$ cat src/rtl/vga_rx_pkg.sv
// vga_rx_pkg: shared constants, PMOD bit map and FSM state for the VGA PMOD receiver.
// Optional frame checksum is enabled by the VGA_RX_CHECKSUM_EN macro.
package vga_rx_pkg;

  localparam int H_ACTIVE_DEF = 640;
  localparam int H_TOTAL_DEF  = 800;
  localparam int H_START_DEF  = 144;
  localparam int V_ACTIVE_DEF = 480;
  localparam int V_TOTAL_DEF  = 525;
  localparam int V_START_DEF  = 35;

  localparam int CNT_W = 10;
  localparam logic [CNT_W-1:0] CNT_MAX = '1;

  localparam int PMOD_HS = 7;
  localparam int PMOD_B0 = 6;
  localparam int PMOD_G0 = 5;
  localparam int PMOD_R0 = 4;
  localparam int PMOD_VS = 3;
  localparam int PMOD_B1 = 2;
  localparam int PMOD_G1 = 1;
  localparam int PMOD_R1 = 0;

  // Both syncs deasserted (high), colour bits low.
  localparam logic [7:0] PMOD_IDLE = 8'h88;

  typedef enum logic [1:0] {
    S_SEARCH  = 2'd0,
    S_MEASURE = 2'd1,
    S_LOCKED  = 2'd2
  } rx_state_e;

  function automatic logic [CNT_W-1:0] sat_inc(
    input logic [CNT_W-1:0] v
  );
    return (v == CNT_MAX) ? v : v + 1'b1;
  endfunction

  function automatic logic [5:0] pmod_rgb(
    input logic [7:0] p
  );
    return {p[PMOD_R1], p[PMOD_R0],
            p[PMOD_G1], p[PMOD_G0],
            p[PMOD_B1], p[PMOD_B0]};
  endfunction

endpackage

$ cat src/rtl/vga_rx_edge_det.sv
// vga_rx_edge_det: holds the previous sync sample and flags its assert (1->0) edge.
// Build option VGA_RX_CHECKSUM_EN does not affect this block.
module vga_rx_edge_det (
  input  logic clk,
  input  logic rst_n,
  input  logic d,
  output logic fell
);

  logic q;

  // previous sample idles high so leaving reset never fakes an edge
  always_ff @(posedge clk) begin
    if (!rst_n) begin
      q <= 1'b1;
    end else begin
      q <= d;
    end
  end

  assign fell = q & ~d;

endmodule

$ cat src/rtl/vga_pmod_receiver.sv
// vga_pmod_receiver: recovers pixels, coordinates and lock from a TinyVGA PMOD stream.
// Define VGA_RX_CHECKSUM_EN to add the per-frame pixel checksum on frame_sum/sum_valid.
module vga_pmod_receiver
  import vga_rx_pkg::*;
#(
  parameter int H_ACTIVE = H_ACTIVE_DEF,
  parameter int H_TOTAL  = H_TOTAL_DEF,
  parameter int H_START  = H_START_DEF,
  parameter int V_ACTIVE = V_ACTIVE_DEF,
  parameter int V_TOTAL  = V_TOTAL_DEF,
  parameter int V_START  = V_START_DEF
) (
  input  logic        clk,
  input  logic        rst_n,
  input  logic [7:0]  pmod_in,
  output logic        pix_valid,
  output logic [9:0]  pix_x,
  output logic [9:0]  pix_y,
  output logic [5:0]  pix_rgb,
  output logic        frame_start,
  output logic        locked,
  output logic        sync_err,
  output logic [15:0] frame_sum,
  output logic        sum_valid
);

  localparam logic [9:0] H_LAST = 10'(H_TOTAL - 1);
  localparam logic [9:0] H_OVER = 10'(H_TOTAL);
  localparam logic [9:0] H_LO   = 10'(H_START);
  localparam logic [9:0] H_HI   = 10'(H_START + H_ACTIVE);
  localparam logic [9:0] V_LAST = 10'(V_TOTAL - 1);
  localparam logic [9:0] V_LO   = 10'(V_START);
  localparam logic [9:0] V_HI   = 10'(V_START + V_ACTIVE);

  logic [7:0] pmod_q;
  logic       hs_fell;
  logic       vs_fell;
  logic [9:0] h_cnt;
  logic [9:0] v_cnt;
  logic [9:0] h_nxt;
  logic [9:0] v_nxt;
  rx_state_e  state_q;
  rx_state_e  state_d;
  logic       meas_bad_q;
  logic       meas_bad_d;
  logic       line_bad;
  logic       frame_bad;
  logic       err_d;
  logic       active;
  logic       valid_d;
  logic [9:0] x_d;
  logic [9:0] y_d;
  logic [5:0] rgb_d;

  // single input register; syncs park deasserted in reset
  always_ff @(posedge clk) begin
    if (!rst_n) begin
      pmod_q <= PMOD_IDLE;
    end else begin
      pmod_q <= pmod_in;
    end
  end

  vga_rx_edge_det u_hs (
    .clk   (clk),
    .rst_n (rst_n),
    .d     (pmod_q[PMOD_HS]),
    .fell  (hs_fell)
  );

  vga_rx_edge_det u_vs (
    .clk   (clk),
    .rst_n (rst_n),
    .d     (pmod_q[PMOD_VS]),
    .fell  (vs_fell)
  );

  // position of the sample now in pmod_q; a vsync clear beats the line step
  always_comb begin
    h_nxt = sat_inc(h_cnt);
    v_nxt = v_cnt;
    if (hs_fell) begin
      h_nxt = '0;
      v_nxt = sat_inc(v_cnt);
    end
    if (vs_fell) begin
      v_nxt = '0;
    end
  end

  // timing checks: line period at each edge, overlong line as soon as it overruns
  always_comb begin
    line_bad  = 1'b0;
    frame_bad = 1'b0;
    if (hs_fell) begin
      line_bad = (h_cnt != H_LAST);
    end else begin
      line_bad = (h_nxt == H_OVER);
    end
    if (vs_fell) begin
      frame_bad = (v_cnt != V_LAST);
    end else if (hs_fell) begin
      frame_bad = (v_cnt >= V_LAST);
    end
  end

  // lock FSM: next state, sticky measurement error and loss-of-lock pulse
  always_comb begin
    state_d    = state_q;
    meas_bad_d = meas_bad_q;
    err_d      = 1'b0;
    unique case (state_q)
      S_SEARCH: begin
        if (vs_fell) begin
          state_d    = S_MEASURE;
          meas_bad_d = 1'b0;
        end
      end
      S_MEASURE: begin
        if (vs_fell) begin
          if (!meas_bad_q && !line_bad && !frame_bad) begin
            state_d = S_LOCKED;
          end
          meas_bad_d = 1'b0;
        end else if (line_bad || frame_bad) begin
          meas_bad_d = 1'b1;
        end
      end
      S_LOCKED: begin
        if (line_bad || frame_bad) begin
          state_d = S_SEARCH;
          err_d   = 1'b1;
        end
      end
      default: begin
        state_d = S_SEARCH;
      end
    endcase
  end

  // active-window decode; everything is zeroed outside a locked active pixel
  always_comb begin
    active = (h_nxt >= H_LO) && (h_nxt < H_HI) &&
             (v_nxt >= V_LO) && (v_nxt < V_HI);
    valid_d = active && (state_q == S_LOCKED);
    x_d     = '0;
    y_d     = '0;
    rgb_d   = '0;
    if (valid_d) begin
      x_d   = h_nxt - H_LO;
      y_d   = v_nxt - V_LO;
      rgb_d = pmod_rgb(pmod_q);
    end
  end

  // counters and FSM state
  always_ff @(posedge clk) begin
    if (!rst_n) begin
      h_cnt      <= '0;
      v_cnt      <= '0;
      state_q    <= S_SEARCH;
      meas_bad_q <= 1'b0;
    end else begin
      h_cnt      <= h_nxt;
      v_cnt      <= v_nxt;
      state_q    <= state_d;
      meas_bad_q <= meas_bad_d;
    end
  end

  // registered pixel and status outputs
  always_ff @(posedge clk) begin
    if (!rst_n) begin
      pix_valid   <= 1'b0;
      pix_x       <= '0;
      pix_y       <= '0;
      pix_rgb     <= '0;
      frame_start <= 1'b0;
      locked      <= 1'b0;
      sync_err    <= 1'b0;
    end else begin
      pix_valid   <= valid_d;
      pix_x       <= x_d;
      pix_y       <= y_d;
      pix_rgb     <= rgb_d;
      frame_start <= valid_d && (x_d == '0) && (y_d == '0);
      locked      <= (state_d == S_LOCKED);
      sync_err    <= err_d;
    end
  end

`ifdef VGA_RX_CHECKSUM_EN
  logic [15:0] acc;
  logic        snap;
  logic        entry;

  assign snap  = vs_fell && (state_q == S_LOCKED);
  assign entry = (state_q != S_LOCKED) && (state_d == S_LOCKED);

  // sum emitted pixels; publish and restart at each locked frame boundary
  always_ff @(posedge clk) begin
    if (!rst_n) begin
      acc       <= '0;
      frame_sum <= '0;
      sum_valid <= 1'b0;
    end else begin
      sum_valid <= snap;
      if (snap) begin
        frame_sum <= acc;
        acc       <= '0;
      end else if (entry) begin
        acc <= '0;
      end else if (pix_valid) begin
        acc <= acc + {10'b0, pix_rgb};
      end
    end
  end
`else
  assign frame_sum = '0;
  assign sum_valid = 1'b0;
`endif

endmodule

$ cat config.mk
export PLATFORM = sky130hd
export DESIGN_NAME = vga_pmod_receiver
export DESIGN_NICKNAME = d
export VERILOG_FILES = /design/src/rtl/vga_rx_pkg.sv /design/src/rtl/vga_rx_edge_det.sv /design/src/rtl/vga_pmod_receiver.sv
export SDC_FILE = /design/constraint.sdc
export NUM_CORES = 1
export LEC_CHECK = 0
export ABC_AREA = 1
export CAP_MARGIN = 10
export CORE_MARGIN = 2
export CORE_UTILIZATION = 47
export DETAILED_ROUTE_END_ITERATION = 10
export PLACE_DENSITY_LB_ADDON = 0.05
export SYNTH_ARGS = -nofsm -noshare
export SYNTH_HDL_FRONTEND = slang
export SYNTH_SLANG_ARGS = --single-unit
$ cat constraint.sdc
create_clock -name clk -period 2.2 [get_ports clk]
set_input_delay 0.33 -clock clk [delete_from_list [all_inputs] [get_ports clk]]
set_output_delay 0.33 -clock clk [all_outputs]
set_load 0.01 [all_outputs]
# [Yosys cells after proc, flatten, opt, wreduce, memory -nomap -nowiden]
# Cells that the tools add are included.
[op_classes] n_addsub=4 magnitude_cmp=5 eq_ne=10 n_mux=20 bitwise_logic=4 n_reduce_logical=19
[ops] operator="10-bit two-way mux" count=7
[ops] operator="10-bit equality test, second input constant" count=3
[ops] operator="10-bit by 1-bit adder with 10-bit output, second input constant" count=2
[ops] operator="10-bit logical NOT" count=2
[ops] operator="10-bit less-than comparator, second input constant" count=2
[ops] operator="10-bit inequality test, second input constant" count=2
[ops] operator="10-bit greater-or-equal comparator, second input constant" count=1
[ops] operator="10-bit by 6-bit greater-or-equal comparator with 1-bit output, second input constant" count=1
[ops] operator="10-bit by 8-bit greater-or-equal comparator with 1-bit output, second input constant" count=1
[ops] operator="10-bit by 6-bit subtractor with 10-bit output, second input constant" count=1
[ops] operator="10-bit by 8-bit subtractor with 10-bit output, second input constant" count=1
[ops] operator="1-bit logical AND" count=8
[ops] operator="2-bit two-way mux" count=4
[ops] operator="1-bit two-way mux" count=7
[ops] operator="2-bit one-hot mux with 3 select lines" count=1
[ops] operator="2-bit equality test, second input constant" count=2
[ops] operator="2-bit AND reduction" count=2
[ops] operator="1-bit logical NOT" count=3
[ops] operator="3-bit by 2-bit inequality test with 1-bit output, second input constant" count=1
[ops] operator="3-bit AND reduction" count=1
[ops] operator="1-bit AND" count=2
[ops] operator="2-bit by 1-bit equality test with 1-bit output, second input constant" count=1
[ops] operator="2-bit logical NOT" count=1
[ops] operator="2-bit by 1-bit inequality test with 1-bit output, second input constant" count=1
[ops] operator="4 further kinds" count=5
[word_totals] reg_bits=63 input_bits=10 out_inout_bits=47 elab_cells=76

# [Logic depth before layout (Yosys ltp)]
# Gate-level depths: netlist of run 1.
[depth] ltp_word=12 depth_mapped=20 depth_no_buf=20

# [By module]
# From an unflattened synthesis of run 1, not the netlist that was laid out.
[hier_totals] hier_cells=473 area_unflattened_um2=3450.8
[modules_own_cells] mod="vga_pmod_receiver" n_inst=1 cells_per_inst=463 area_per_inst_um2=3380.7 seq_area_each_um2=1221.2
[modules_own_cells] mod="vga_rx_edge_det" n_inst=2 cells_per_inst=5 area_per_inst_um2=35.0 seq_area_each_um2=20.0

# [Worst setup path after synthesis of run 1]
# Ideal clock, no wire load.
[synth_path] kind="register to register" from="register v_cnt[1]" to="register pix_y[0]" setup_time_ns=0.120 arrival_ns=2.300 required_time_ns=2.080 setup_slack_ns=-0.220 stages_incl_launch_ff=17 n_path_buf=1 period_less_slack_ns=2.420 cell_sequence="dfxtp_1 ha_1 inv_1 nor2_4 nand3_4 nand2_1 nand2_1 nand2_1 nor2_1 ha_1 inv_1 nand3_1 nand2_1 nand4_1 nand4_4 buf_6 nor2_2"
[synth_via] elab_chain_len=9 elab_cells_between_ends=12 cone_classes="add/sub: 2; order compare: 2; eq/ne: 1; mux: 4; reduce/logical: 3"
[synth_lines] element="from (decl)" line_no="vga_pmod_receiver.sv:39" source="logic [9:0] v_cnt;"
[synth_lines] element="from (signal assigned)" line_no="vga_pmod_receiver.sv:165" source="v_cnt <= v_nxt;"
[synth_lines] element="10-bit equality test (*)" line_no="vga_rx_pkg.sv:36" source="return (v == CNT_MAX) ? v : v + 1'b1;"
[synth_lines] element="10-bit two-way mux (*)" line_no="vga_rx_pkg.sv:36"
[synth_lines] element="10-bit two-way mux (*)" line_no="vga_pmod_receiver.sv:82" source="if (hs_fell) begin"
[synth_lines] element="10-bit two-way mux (*)" line_no="vga_pmod_receiver.sv:86" source="if (vs_fell) begin"
[synth_lines] element="via v_nxt[0]" line_no="vga_pmod_receiver.sv:41" source="logic [9:0] v_nxt;"
[synth_lines] element="10-bit by 6-bit greater-or-equal comparator with 1-bit output" line_no="vga_pmod_receiver.sv:144" source="(v_nxt >= V_LO) && (v_nxt < V_HI);"
[synth_lines] element="1-bit logical AND" line_no="vga_pmod_receiver.sv:143" source="active = (h_nxt >= H_LO) && (h_nxt < H_HI) &&"
[synth_lines] element="1-bit logical AND" line_no="vga_pmod_receiver.sv:144"
[synth_lines] element="1-bit logical AND" line_no="vga_pmod_receiver.sv:145" source="valid_d = active && (state_q == S_LOCKED);"
[synth_lines] element="10-bit two-way mux (*)" line_no="vga_pmod_receiver.sv:149" source="if (valid_d) begin"
[synth_lines] element="to (signal assigned)" line_no="vga_pmod_receiver.sv:184" source="pix_y <= y_d;"
[synth_lines] element="to (decl)" line_no="vga_pmod_receiver.sv:18" source="output logic [9:0] pix_y,"
# The timed path passes the listed nets; every way through them passes the cells marked *.
# A chain may end at the register's enable or synchronous reset.

# [Final worst setup path of run 1]
[layout_path] from="register v_cnt[1]" to="register pix_x[9]"
[layout_via] elab_chain_len=9 elab_cells_between_ends=11 cone_classes="add/sub: 1; order compare: 2; eq/ne: 1; mux: 4; reduce/logical: 3"
[layout_lines] element="10-bit by 1-bit adder with 10-bit output / 10-bit equality test (equally long branches)" line_no="vga_rx_pkg.sv:36"
[layout_lines] element="10-bit two-way mux" line_no="vga_rx_pkg.sv:36"
[layout_lines] element="10-bit two-way mux (*)" line_no="vga_pmod_receiver.sv:82"
[layout_lines] element="10-bit two-way mux (*)" line_no="vga_pmod_receiver.sv:86"
[layout_lines] element="10-bit by 6-bit greater-or-equal comparator with 1-bit output" line_no="vga_pmod_receiver.sv:144"
[layout_lines] element="1-bit logical AND" line_no="vga_pmod_receiver.sv:143"
[layout_lines] element="1-bit logical AND (*)" line_no="vga_pmod_receiver.sv:144"
[layout_lines] element="1-bit logical AND (*)" line_no="vga_pmod_receiver.sv:145"
[layout_lines] element="10-bit two-way mux (*)" line_no="vga_pmod_receiver.sv:149"
[layout_lines] element="to (signal assigned)" line_no="vga_pmod_receiver.sv:175" source="pix_x <= '0;"
[layout_lines] element="to (signal assigned)" line_no="vga_pmod_receiver.sv:183" source="pix_x <= x_d;"
[layout_lines] element="to (decl)" line_no="vga_pmod_receiver.sv:17" source="output logic [9:0] pix_x,"
# Every way passes the cells marked *; elsewhere a longest branch is shown, timed or not.

==> results of run 1 <==
logic make-up (layout without fill, tap and decap cells):
| logic type | count (synthesis) | in the layout |
|---|---|---|
| AOI/OAI and AO/OA | 28 | 28 |
| xor gates and xnor gates | 8 | 8 |
| adders and majority gates | 7 | 7 |
| buffers and inverters | 93 | 196 |
| DFF | 63 | 63 |
| other | 1 | 17 |
| and+or+nand+nor | 247 | 247 |
registers in the layout (all words and copies together), names as in the netlist, 2 cells and up:
name / count
v_cnt: 10
pix_x: 10
pix_rgb: 6
pix_y: 10
state_q: 2
h_cnt: 10
pmod_q: 8
critical path: stages, from the launching register on:
cell       delay (ns)
dfxtp_4          0.37
ha_4             0.16
inv_2            0.06
nor2_4           0.04
nand3_4          0.13
nand2_4          0.07
buf_4            0.16
a21oi_2          0.11
nor2_2           0.07
inv_2            0.09
nand2_4          0.06
nor2_4           0.12
nand2_2          0.07
o21ai_4          0.20
nand4_4          0.21
clkbuf_16        0.24
nor2_2           0.10
worst paths after layout:
check / end / slack (ns)
max: pix_x[9] / -0.10
min: u_vs.q / 0.43
max reg2reg: pix_x[9] / -0.10
min reg2reg: u_vs.q / 0.43
cell usage in the layout, fill, tap and decap left out, types with 17 or more instances in the layout:
master,netlist,final
nand3_1,42,33
nor2_1,50,38
dfxtp_1,63,59
nor2_4,2,18
inv_1,63,58
clkdlybuf4s50_1,0,39
nor2_2,22,18
conb_1,1,17
buf_4,17,68
nand2_1,99,88
repair_timing:
action / CTS / global route
setup buffers: 5 / 2
endpoints found under the setup margin: 28 / 32
gates resized for setup: 10 / 55
pin swaps: 1 / 9
cloned: 0 / 2
layout make-up:
type,count,area (um^2)
timing repair buffer,112,993.5
clock buffer,9,123.9
multi-input combinational,307,1871
tap,77,96.34
sequential,63,1271
fill,490,1740
clock inverter,7,102.6
inverter,68,260.3
power groups by stage:
stage          registers (mW)  clock network (mW)  logic, mW
6_report                 1.18                1.16      0.421
5_1_grt                  1.18                1.23      0.465
4_1_cts                  1.18                1.17      0.379
3_5_place_dp             1.20                   0      0.361
3_3_place_gp             1.20                   0      0.356
2_1_floorplan            1.20                   0      0.230
metal layers:
metal  global-route usage (%)  vias up  share of wire [%]
li1                         -     1589                  -
met5                        0        -                  0
met3                    4.095       16                4.7
met1                    26.00     1387                 44
met2                    36.01       78                 49
met4                    10.23        0                2.2
stage by stage:
| step | hold WS (ns) | TNS [ns] | cell area, um^2 |
|---|---|---|---|
| finish | 0.4254 | -1.371 | 4718 |
| global route | 0.4469 | -4.560 | 4718 |
| CTS | 0.4214 | -0.05590 | 4444 |
| detailed placement | 0.4093 | -1.611 | 4135 |
| global placement | 0.3974 | -0.05135 | 4135 |
| floorplan | 0.3917 | 0 | 3333 |
Yosys cell counts (all sizes together) (2+ instances only):
| cell | count | area, um^2 |
|---|---|---|
| or2 | 3 | 18.77 |
| ha | 7 | 87.58 |
| nand3 | 47 | 267.8 |
| a21oi | 10 | 53.80 |
| nand4 | 8 | 65.06 |
| inv | 67 | 251.5 |
| clkbuf | 4 | 15.01 |
| o21ai | 13 | 68.81 |
| nor3 | 11 | 60.06 |
| xnor2 | 3 | 26.28 |
| nor2 | 74 | 347.8 |
| xor2 | 5 | 43.79 |
| nand2 | 102 | 390.4 |
| dfxtp | 63 | 1261 |
| buf | 21 | 158.9 |
| a31oi | 2 | 12.51 |
==> flow_summary_export.csv, run 1 <==
group,metric,value,unit
run_status,status,"finished, violations left",
run_status,violations,"negative setup slack",
cells_and_area,diodes,0,
global_route,grt_pass1_vias,2937,
hold_path,min_from,"pmod_q[3]",
die,die_w,86.18,um
sta,fin_crit_sh,104.6,%
sta,clock_skew,0.01096,ns
yosys,synthAdderAreaFrac,2.759,%
yosys,synth_edf_count,0,
cts,htree_levels,3,
setup_path,r2r_cells,16,
routing,vias,3070,
yosys,yosys_warnings,0,
routing,avgViaCountPerCell,4.774,
global_route,overflow,0,
pwr,power.share.switching,27.69,%
cts,cts_tree,"done",
die,rows,29,
placement,dp.final_hpwl,5730,um
setup_path,crit_path_start,"v_cnt[1]",
setup_path,crit_required,2.49,ns
sta,fin_ws,-0.1015,ns
yosys,synth_cells,447,
placement,port-buffer-count,39,
yosys,ys_ff_latch,63,
routing,wl_per_cell,12.29,um
die,io_pins,57,
pwr,p_clk_share,42.1,%
pwr,ir_drop,0.3821,mV
pwr,p_comb_share,15.3,%
cts,path_clk_slew,0.08,ns
global_route,grt_max_degree,23,
setup_path,arrival,2.59,ns
pwr,intPower,1.996,mW
yosys,seq_area_frac_synth,39.73,%
setup_path,crit_fanout,11,
yosys,synth.area.mux_share,0,%
sta,max_freq,434.5,MHz
hold_path,hp-class,"flop to flop",
placement,place_congestion,0.9705,
global_route,antenna_found_initial,0,
cells_and_area,drive_gt1_share,32.33,%
setup_path,path_class,"flop to flop",
yosys,synth_top_family_by_area,"simple AND/OR/NAND/NOR gates",
sta,final-hold-violation-count,0,
routing,wl,7903,um
sta,setup_viol,24,
placement,dp_slack,-0.09051,ns
yosys,avgSynthCellArea,7.101,um^2
sta,final_max_slew_viol_count,0,
pwr,p_per_area,585.2,nW/um^2
cells_and_area,utilization,73.05,%
yosys,synth_ff_type,"dfxtp_1",
pwr,sequentialPowerShare,42.7,%
cts,clock-sinks,63,
pwr,switchingPower,0.7646,mW
routing,drtPass1Iterations,4,
pwr,leakage,2.250,nW
routing,final_antenna_net_count,0,
yosys,syn_area,3174,um^2
pwr,report.power.total,2.761,mW
global_route,grtUsageTotal,21.27,%
yosys,synth-compound-area-share,5.006,%
hold_path,hold-path-cell-count,2,
yosys,synth_xor_area_share,2.207,%
placement,place_inst,618,
yosys,yosys.area_share.simple,36.66,%
setup_path,cp-start-kind,"flop",
routing,drc,0,
cells_and_area,finalNonFillerCells,643,
cts,cts_root_buf,"clkbuf_8",
setup_path,crit_path_end_kind,"flop",
cts,cts_hold_buf,0,
routing,drtIter0Drc,146,
die,dieArea,7427,um^2
global_route,grt_first_pass_wirelength,12540,um
die,core,6459,um^2
cts,ctsLongestPathBuffers,2,
cells_and_area,area_growth,48.64,%
die,die_h,86.18,um
die,initial_core_util,49.15,%
cts,numCtsBuffers,9,
sta,period_minus_slack,2.302,ns
yosys,yosysUniqueCellTypes,37,
setup_path,worstReg2RegStart,"v_cnt[1]",
cts,clock_latency,0.35,ns
sta,rsz0062_at_grt,"true",
cells_and_area,fin_nets,578,
yosys,synth_async_sr_flop_share,0,%
job,max_cap_violations,0,
(Power assumes the default switching activity.)
==> inputs of run 2 (changes only) <==
--- a/config.mk
+++ b/config.mk
@@ -8,9 +8,10 @@
 export ABC_AREA = 1
 export CAP_MARGIN = 10
 export CORE_MARGIN = 2
-export CORE_UTILIZATION = 47
+export CORE_UTILIZATION = 48
 export DETAILED_ROUTE_END_ITERATION = 10
 export PLACE_DENSITY_LB_ADDON = 0.05
 export SYNTH_ARGS = -nofsm -noshare
 export SYNTH_HDL_FRONTEND = slang
+export SYNTH_HIERARCHICAL = 1
 export SYNTH_SLANG_ARGS = --single-unit
==> flow_summary_export.csv, run 2 <==
group,metric,value,unit
cells_and_area,multi_input_area,1974,um^2
sta,rsz0062_at_grt,"true",
cts,ctsLongestPathBuffers,2,
yosys,synth_async_sr_flop_share,0,%
cts,path_clk_slew,0.07,ns
cts,cts_tree,"done",
placement,dp_slack,-0.06914,ns
sta,setup_viol,1,
yosys,synthTopCellsByArea,"dfxtp_1, nand2_1, nor2_4",
routing,vias,3212,
pwr,leakage,2.253,nW
yosys,yosysUniqueCellTypes,33,
setup_path,crit_fanout,6,
cells_and_area,area_growth,39.88,%
global_route,grtUsageTotal,21.21,%
yosys,synth_common_cells,"nand2_1, dfxtp_1, inv_1",
setup_path,cp-start-kind,"flop",
yosys,yosys_warnings,6,
cts,cts_root_buf,"clkbuf_8",
setup_path,path_class,"flop to flop",
cells_and_area,drive_gt1_share,33.78,%
cells_and_area,layout_common_cells,"nand2_1, buf_4, dfxtp_1",
sta,period_minus_slack,2.259,ns
yosys,avgSynthCellArea,7.296,um^2
die,rows,30,
cts,clock-sinks,63,
hold_path,hp-class,"flop to flop",
routing,avgViaCountPerCell,4.669,
die,io_pins,57,
cts,clock_latency,0.34,ns
yosys,ys_ff_latch,63,
run_status,status,"finished, violations left",
cells_and_area,final_common_cell,"nand2_1",
pwr,ir_drop,0.3390,mV
sta,whs,0.4365,ns
cells_and_area,fin_nets,604,
routing,drc,0,
setup_path,crit_required,2.47,ns
cells_and_area,regArea,1271,um^2
run_status,violations,"negative setup slack",
placement,port-buffer-count,39,
global_route,grt_pass1_vias,2947,
routing,drtPass1Iterations,4,
cells_and_area,diodes,0,
yosys,yosysTopAreaCell,"dfxtp_1",
routing,final_antenna_net_count,0,
cts,htree_levels,3,
sta,max_freq,442.7,MHz
sta,final_max_slew_viol_count,0,
sta,final-hold-violation-count,0,
die,initial_core_util,50.24,%
cts,numCtsBuffers,9,
job,max_cap_violations,0,
placement,dp.final_hpwl,6064,um
yosys,synth_most_common_cell,"nand2_1",
global_route,antenna_found_initial,0,
placement,place_congestion,0.9086,
yosys,synth_cells,473,
routing,wl_per_cell,11.53,um
yosys,synth_ff_type,"dfxtp_1",
die,die_h,88.79,um
routing,drtIter0Drc,245,
cells_and_area,n_fill_cell,576,
yosys,synth_edf_count,0,
pwr,p_per_area,548.1,nW/um^2
setup_path,crit_chain,"ha_4 > inv_2 > nor2_4 > nand3_4 > buf_4 > buf_4 > nand3_1 > nand3_2 > buf_4 > nand3_1 > nor2_1 > nor2_1 > o21ai_0 > nand2_1 > nand3_1 > nor2_1",
global_route,grt_first_pass_wirelength,12940,um
sta,fin_crit_sh,102.7,%
global_route,grt_max_degree,25,
die,core,6869,um^2
routing,wl,7931,um
die,die_w,88.79,um
yosys,synth.top_cell.area_share,36.55,%
setup_path,arrival,2.53,ns
sta,fin_ws,-0.05885,ns
yosys,syn_area,3451,um^2
die,dieArea,7884,um^2
setup_path,cpPeakStageDelay,0.38,ns
setup_path,critPathSlowestCell,"dfxtp_4",
global_route,overflow,0,
yosys,seq_area_frac_synth,36.55,%
setup_path,crit_path_end_kind,"flop",
sta,clock_skew,0.007213,ns
-- run 2: changes by cell type after synthesis, sizes merged, moves of 3 or more --
cell,previous run,this run
nor2,74,85
nor3,11,5
a21oi,10,14
xor2,5,2
nand2,102,122
buf,21,25
nand4,8,12
nand3,47,44
-- run 2: kinds of logic after synthesis --
logic type	share of synthesized area (%)
compound gates	4.424
xor+xnor	1.015
fa+ha+maj	2.538
buf+inv	13.71
flops	36.55
other cells	0.1087
simple gates	41.66
-- run 2: layout make-up --
type | instances | area share, %
Timing Repair inverter | 1 | 0.1296
Sequential cell | 63 | 26.33
Inverter | 68 | 5.495
Tap cell | 96 | 2.488
Clock inverter | 7 | 1.503
Timing Repair Buffer | 114 | 20.58
Clock buffer | 9 | 2.566
Multi-Input combinational cell | 330 | 40.90
-- run 2: repair_timing --
action                                  CTS  global route
setup buffers                             5             8
resized for setup                        16            44
hold buffers                              0             0
cloned                                    0             1
endpoints found under the setup margin   25            31
pin swaps                                12             8
-- run 2: path summary, 6_finish.rpt --
kind / from / cells after the start / endpoint / slack, ns
worst max-delay path: v_cnt[0] / 16 / frame_start / -0.06
worst max register to register: v_cnt[0] / 16 / frame_start / -0.06
worst min-delay path: pmod_q[3] / 2 / u_vs/q / 0.44
worst min register to register: pmod_q[3] / 2 / u_vs/q / 0.44
-- run 2: worst max-delay path, delay by kind of cell, from the launching register on --
kind	cells	cell delay [ns]
AND/OR/NAND/NOR	10	1.09
buffers and inverters	4	0.49
flip-flops	1	0.38
adder cells (fa/ha/maj)	1	0.13
AO/OA/AOI/OAI	1	0.10
-- run 2: power by group --
part           internal [mW]  total (mW)  switching (mW)
Sequential              1.17        1.18          0.0168
Combinational          0.192       0.459           0.267
Clock                  0.524        1.00           0.480
Total                   1.88        2.65           0.764
-- run 2: metrics by stage --
stage                     setup TNS, ns  area [um^2]  power [mW]  cells  utilization, %
after floorplan                       0         3521       1.475    489               -
after global placement          -0.5208         4307       1.600    658           62.70
after detailed placement         -1.076         4307       1.604    658           62.70
after CTS                             0         4613       2.614    679           67.16
after global routing             -2.648         4827       2.767    688           70.27
final                          -0.05885         4827       2.646    688           70.27
-- run 2: per-layer routing --
layer	up-vias	share of wire (%)	GRT usage, %	wire length (um)
li1	1665	-	-	-
met1	1461	43	25.59	3377
met2	66	51	36.36	4029
met3	20	4.4	5.410	346
met4	0	2.2	7.713	178
met5	-	0	0	0
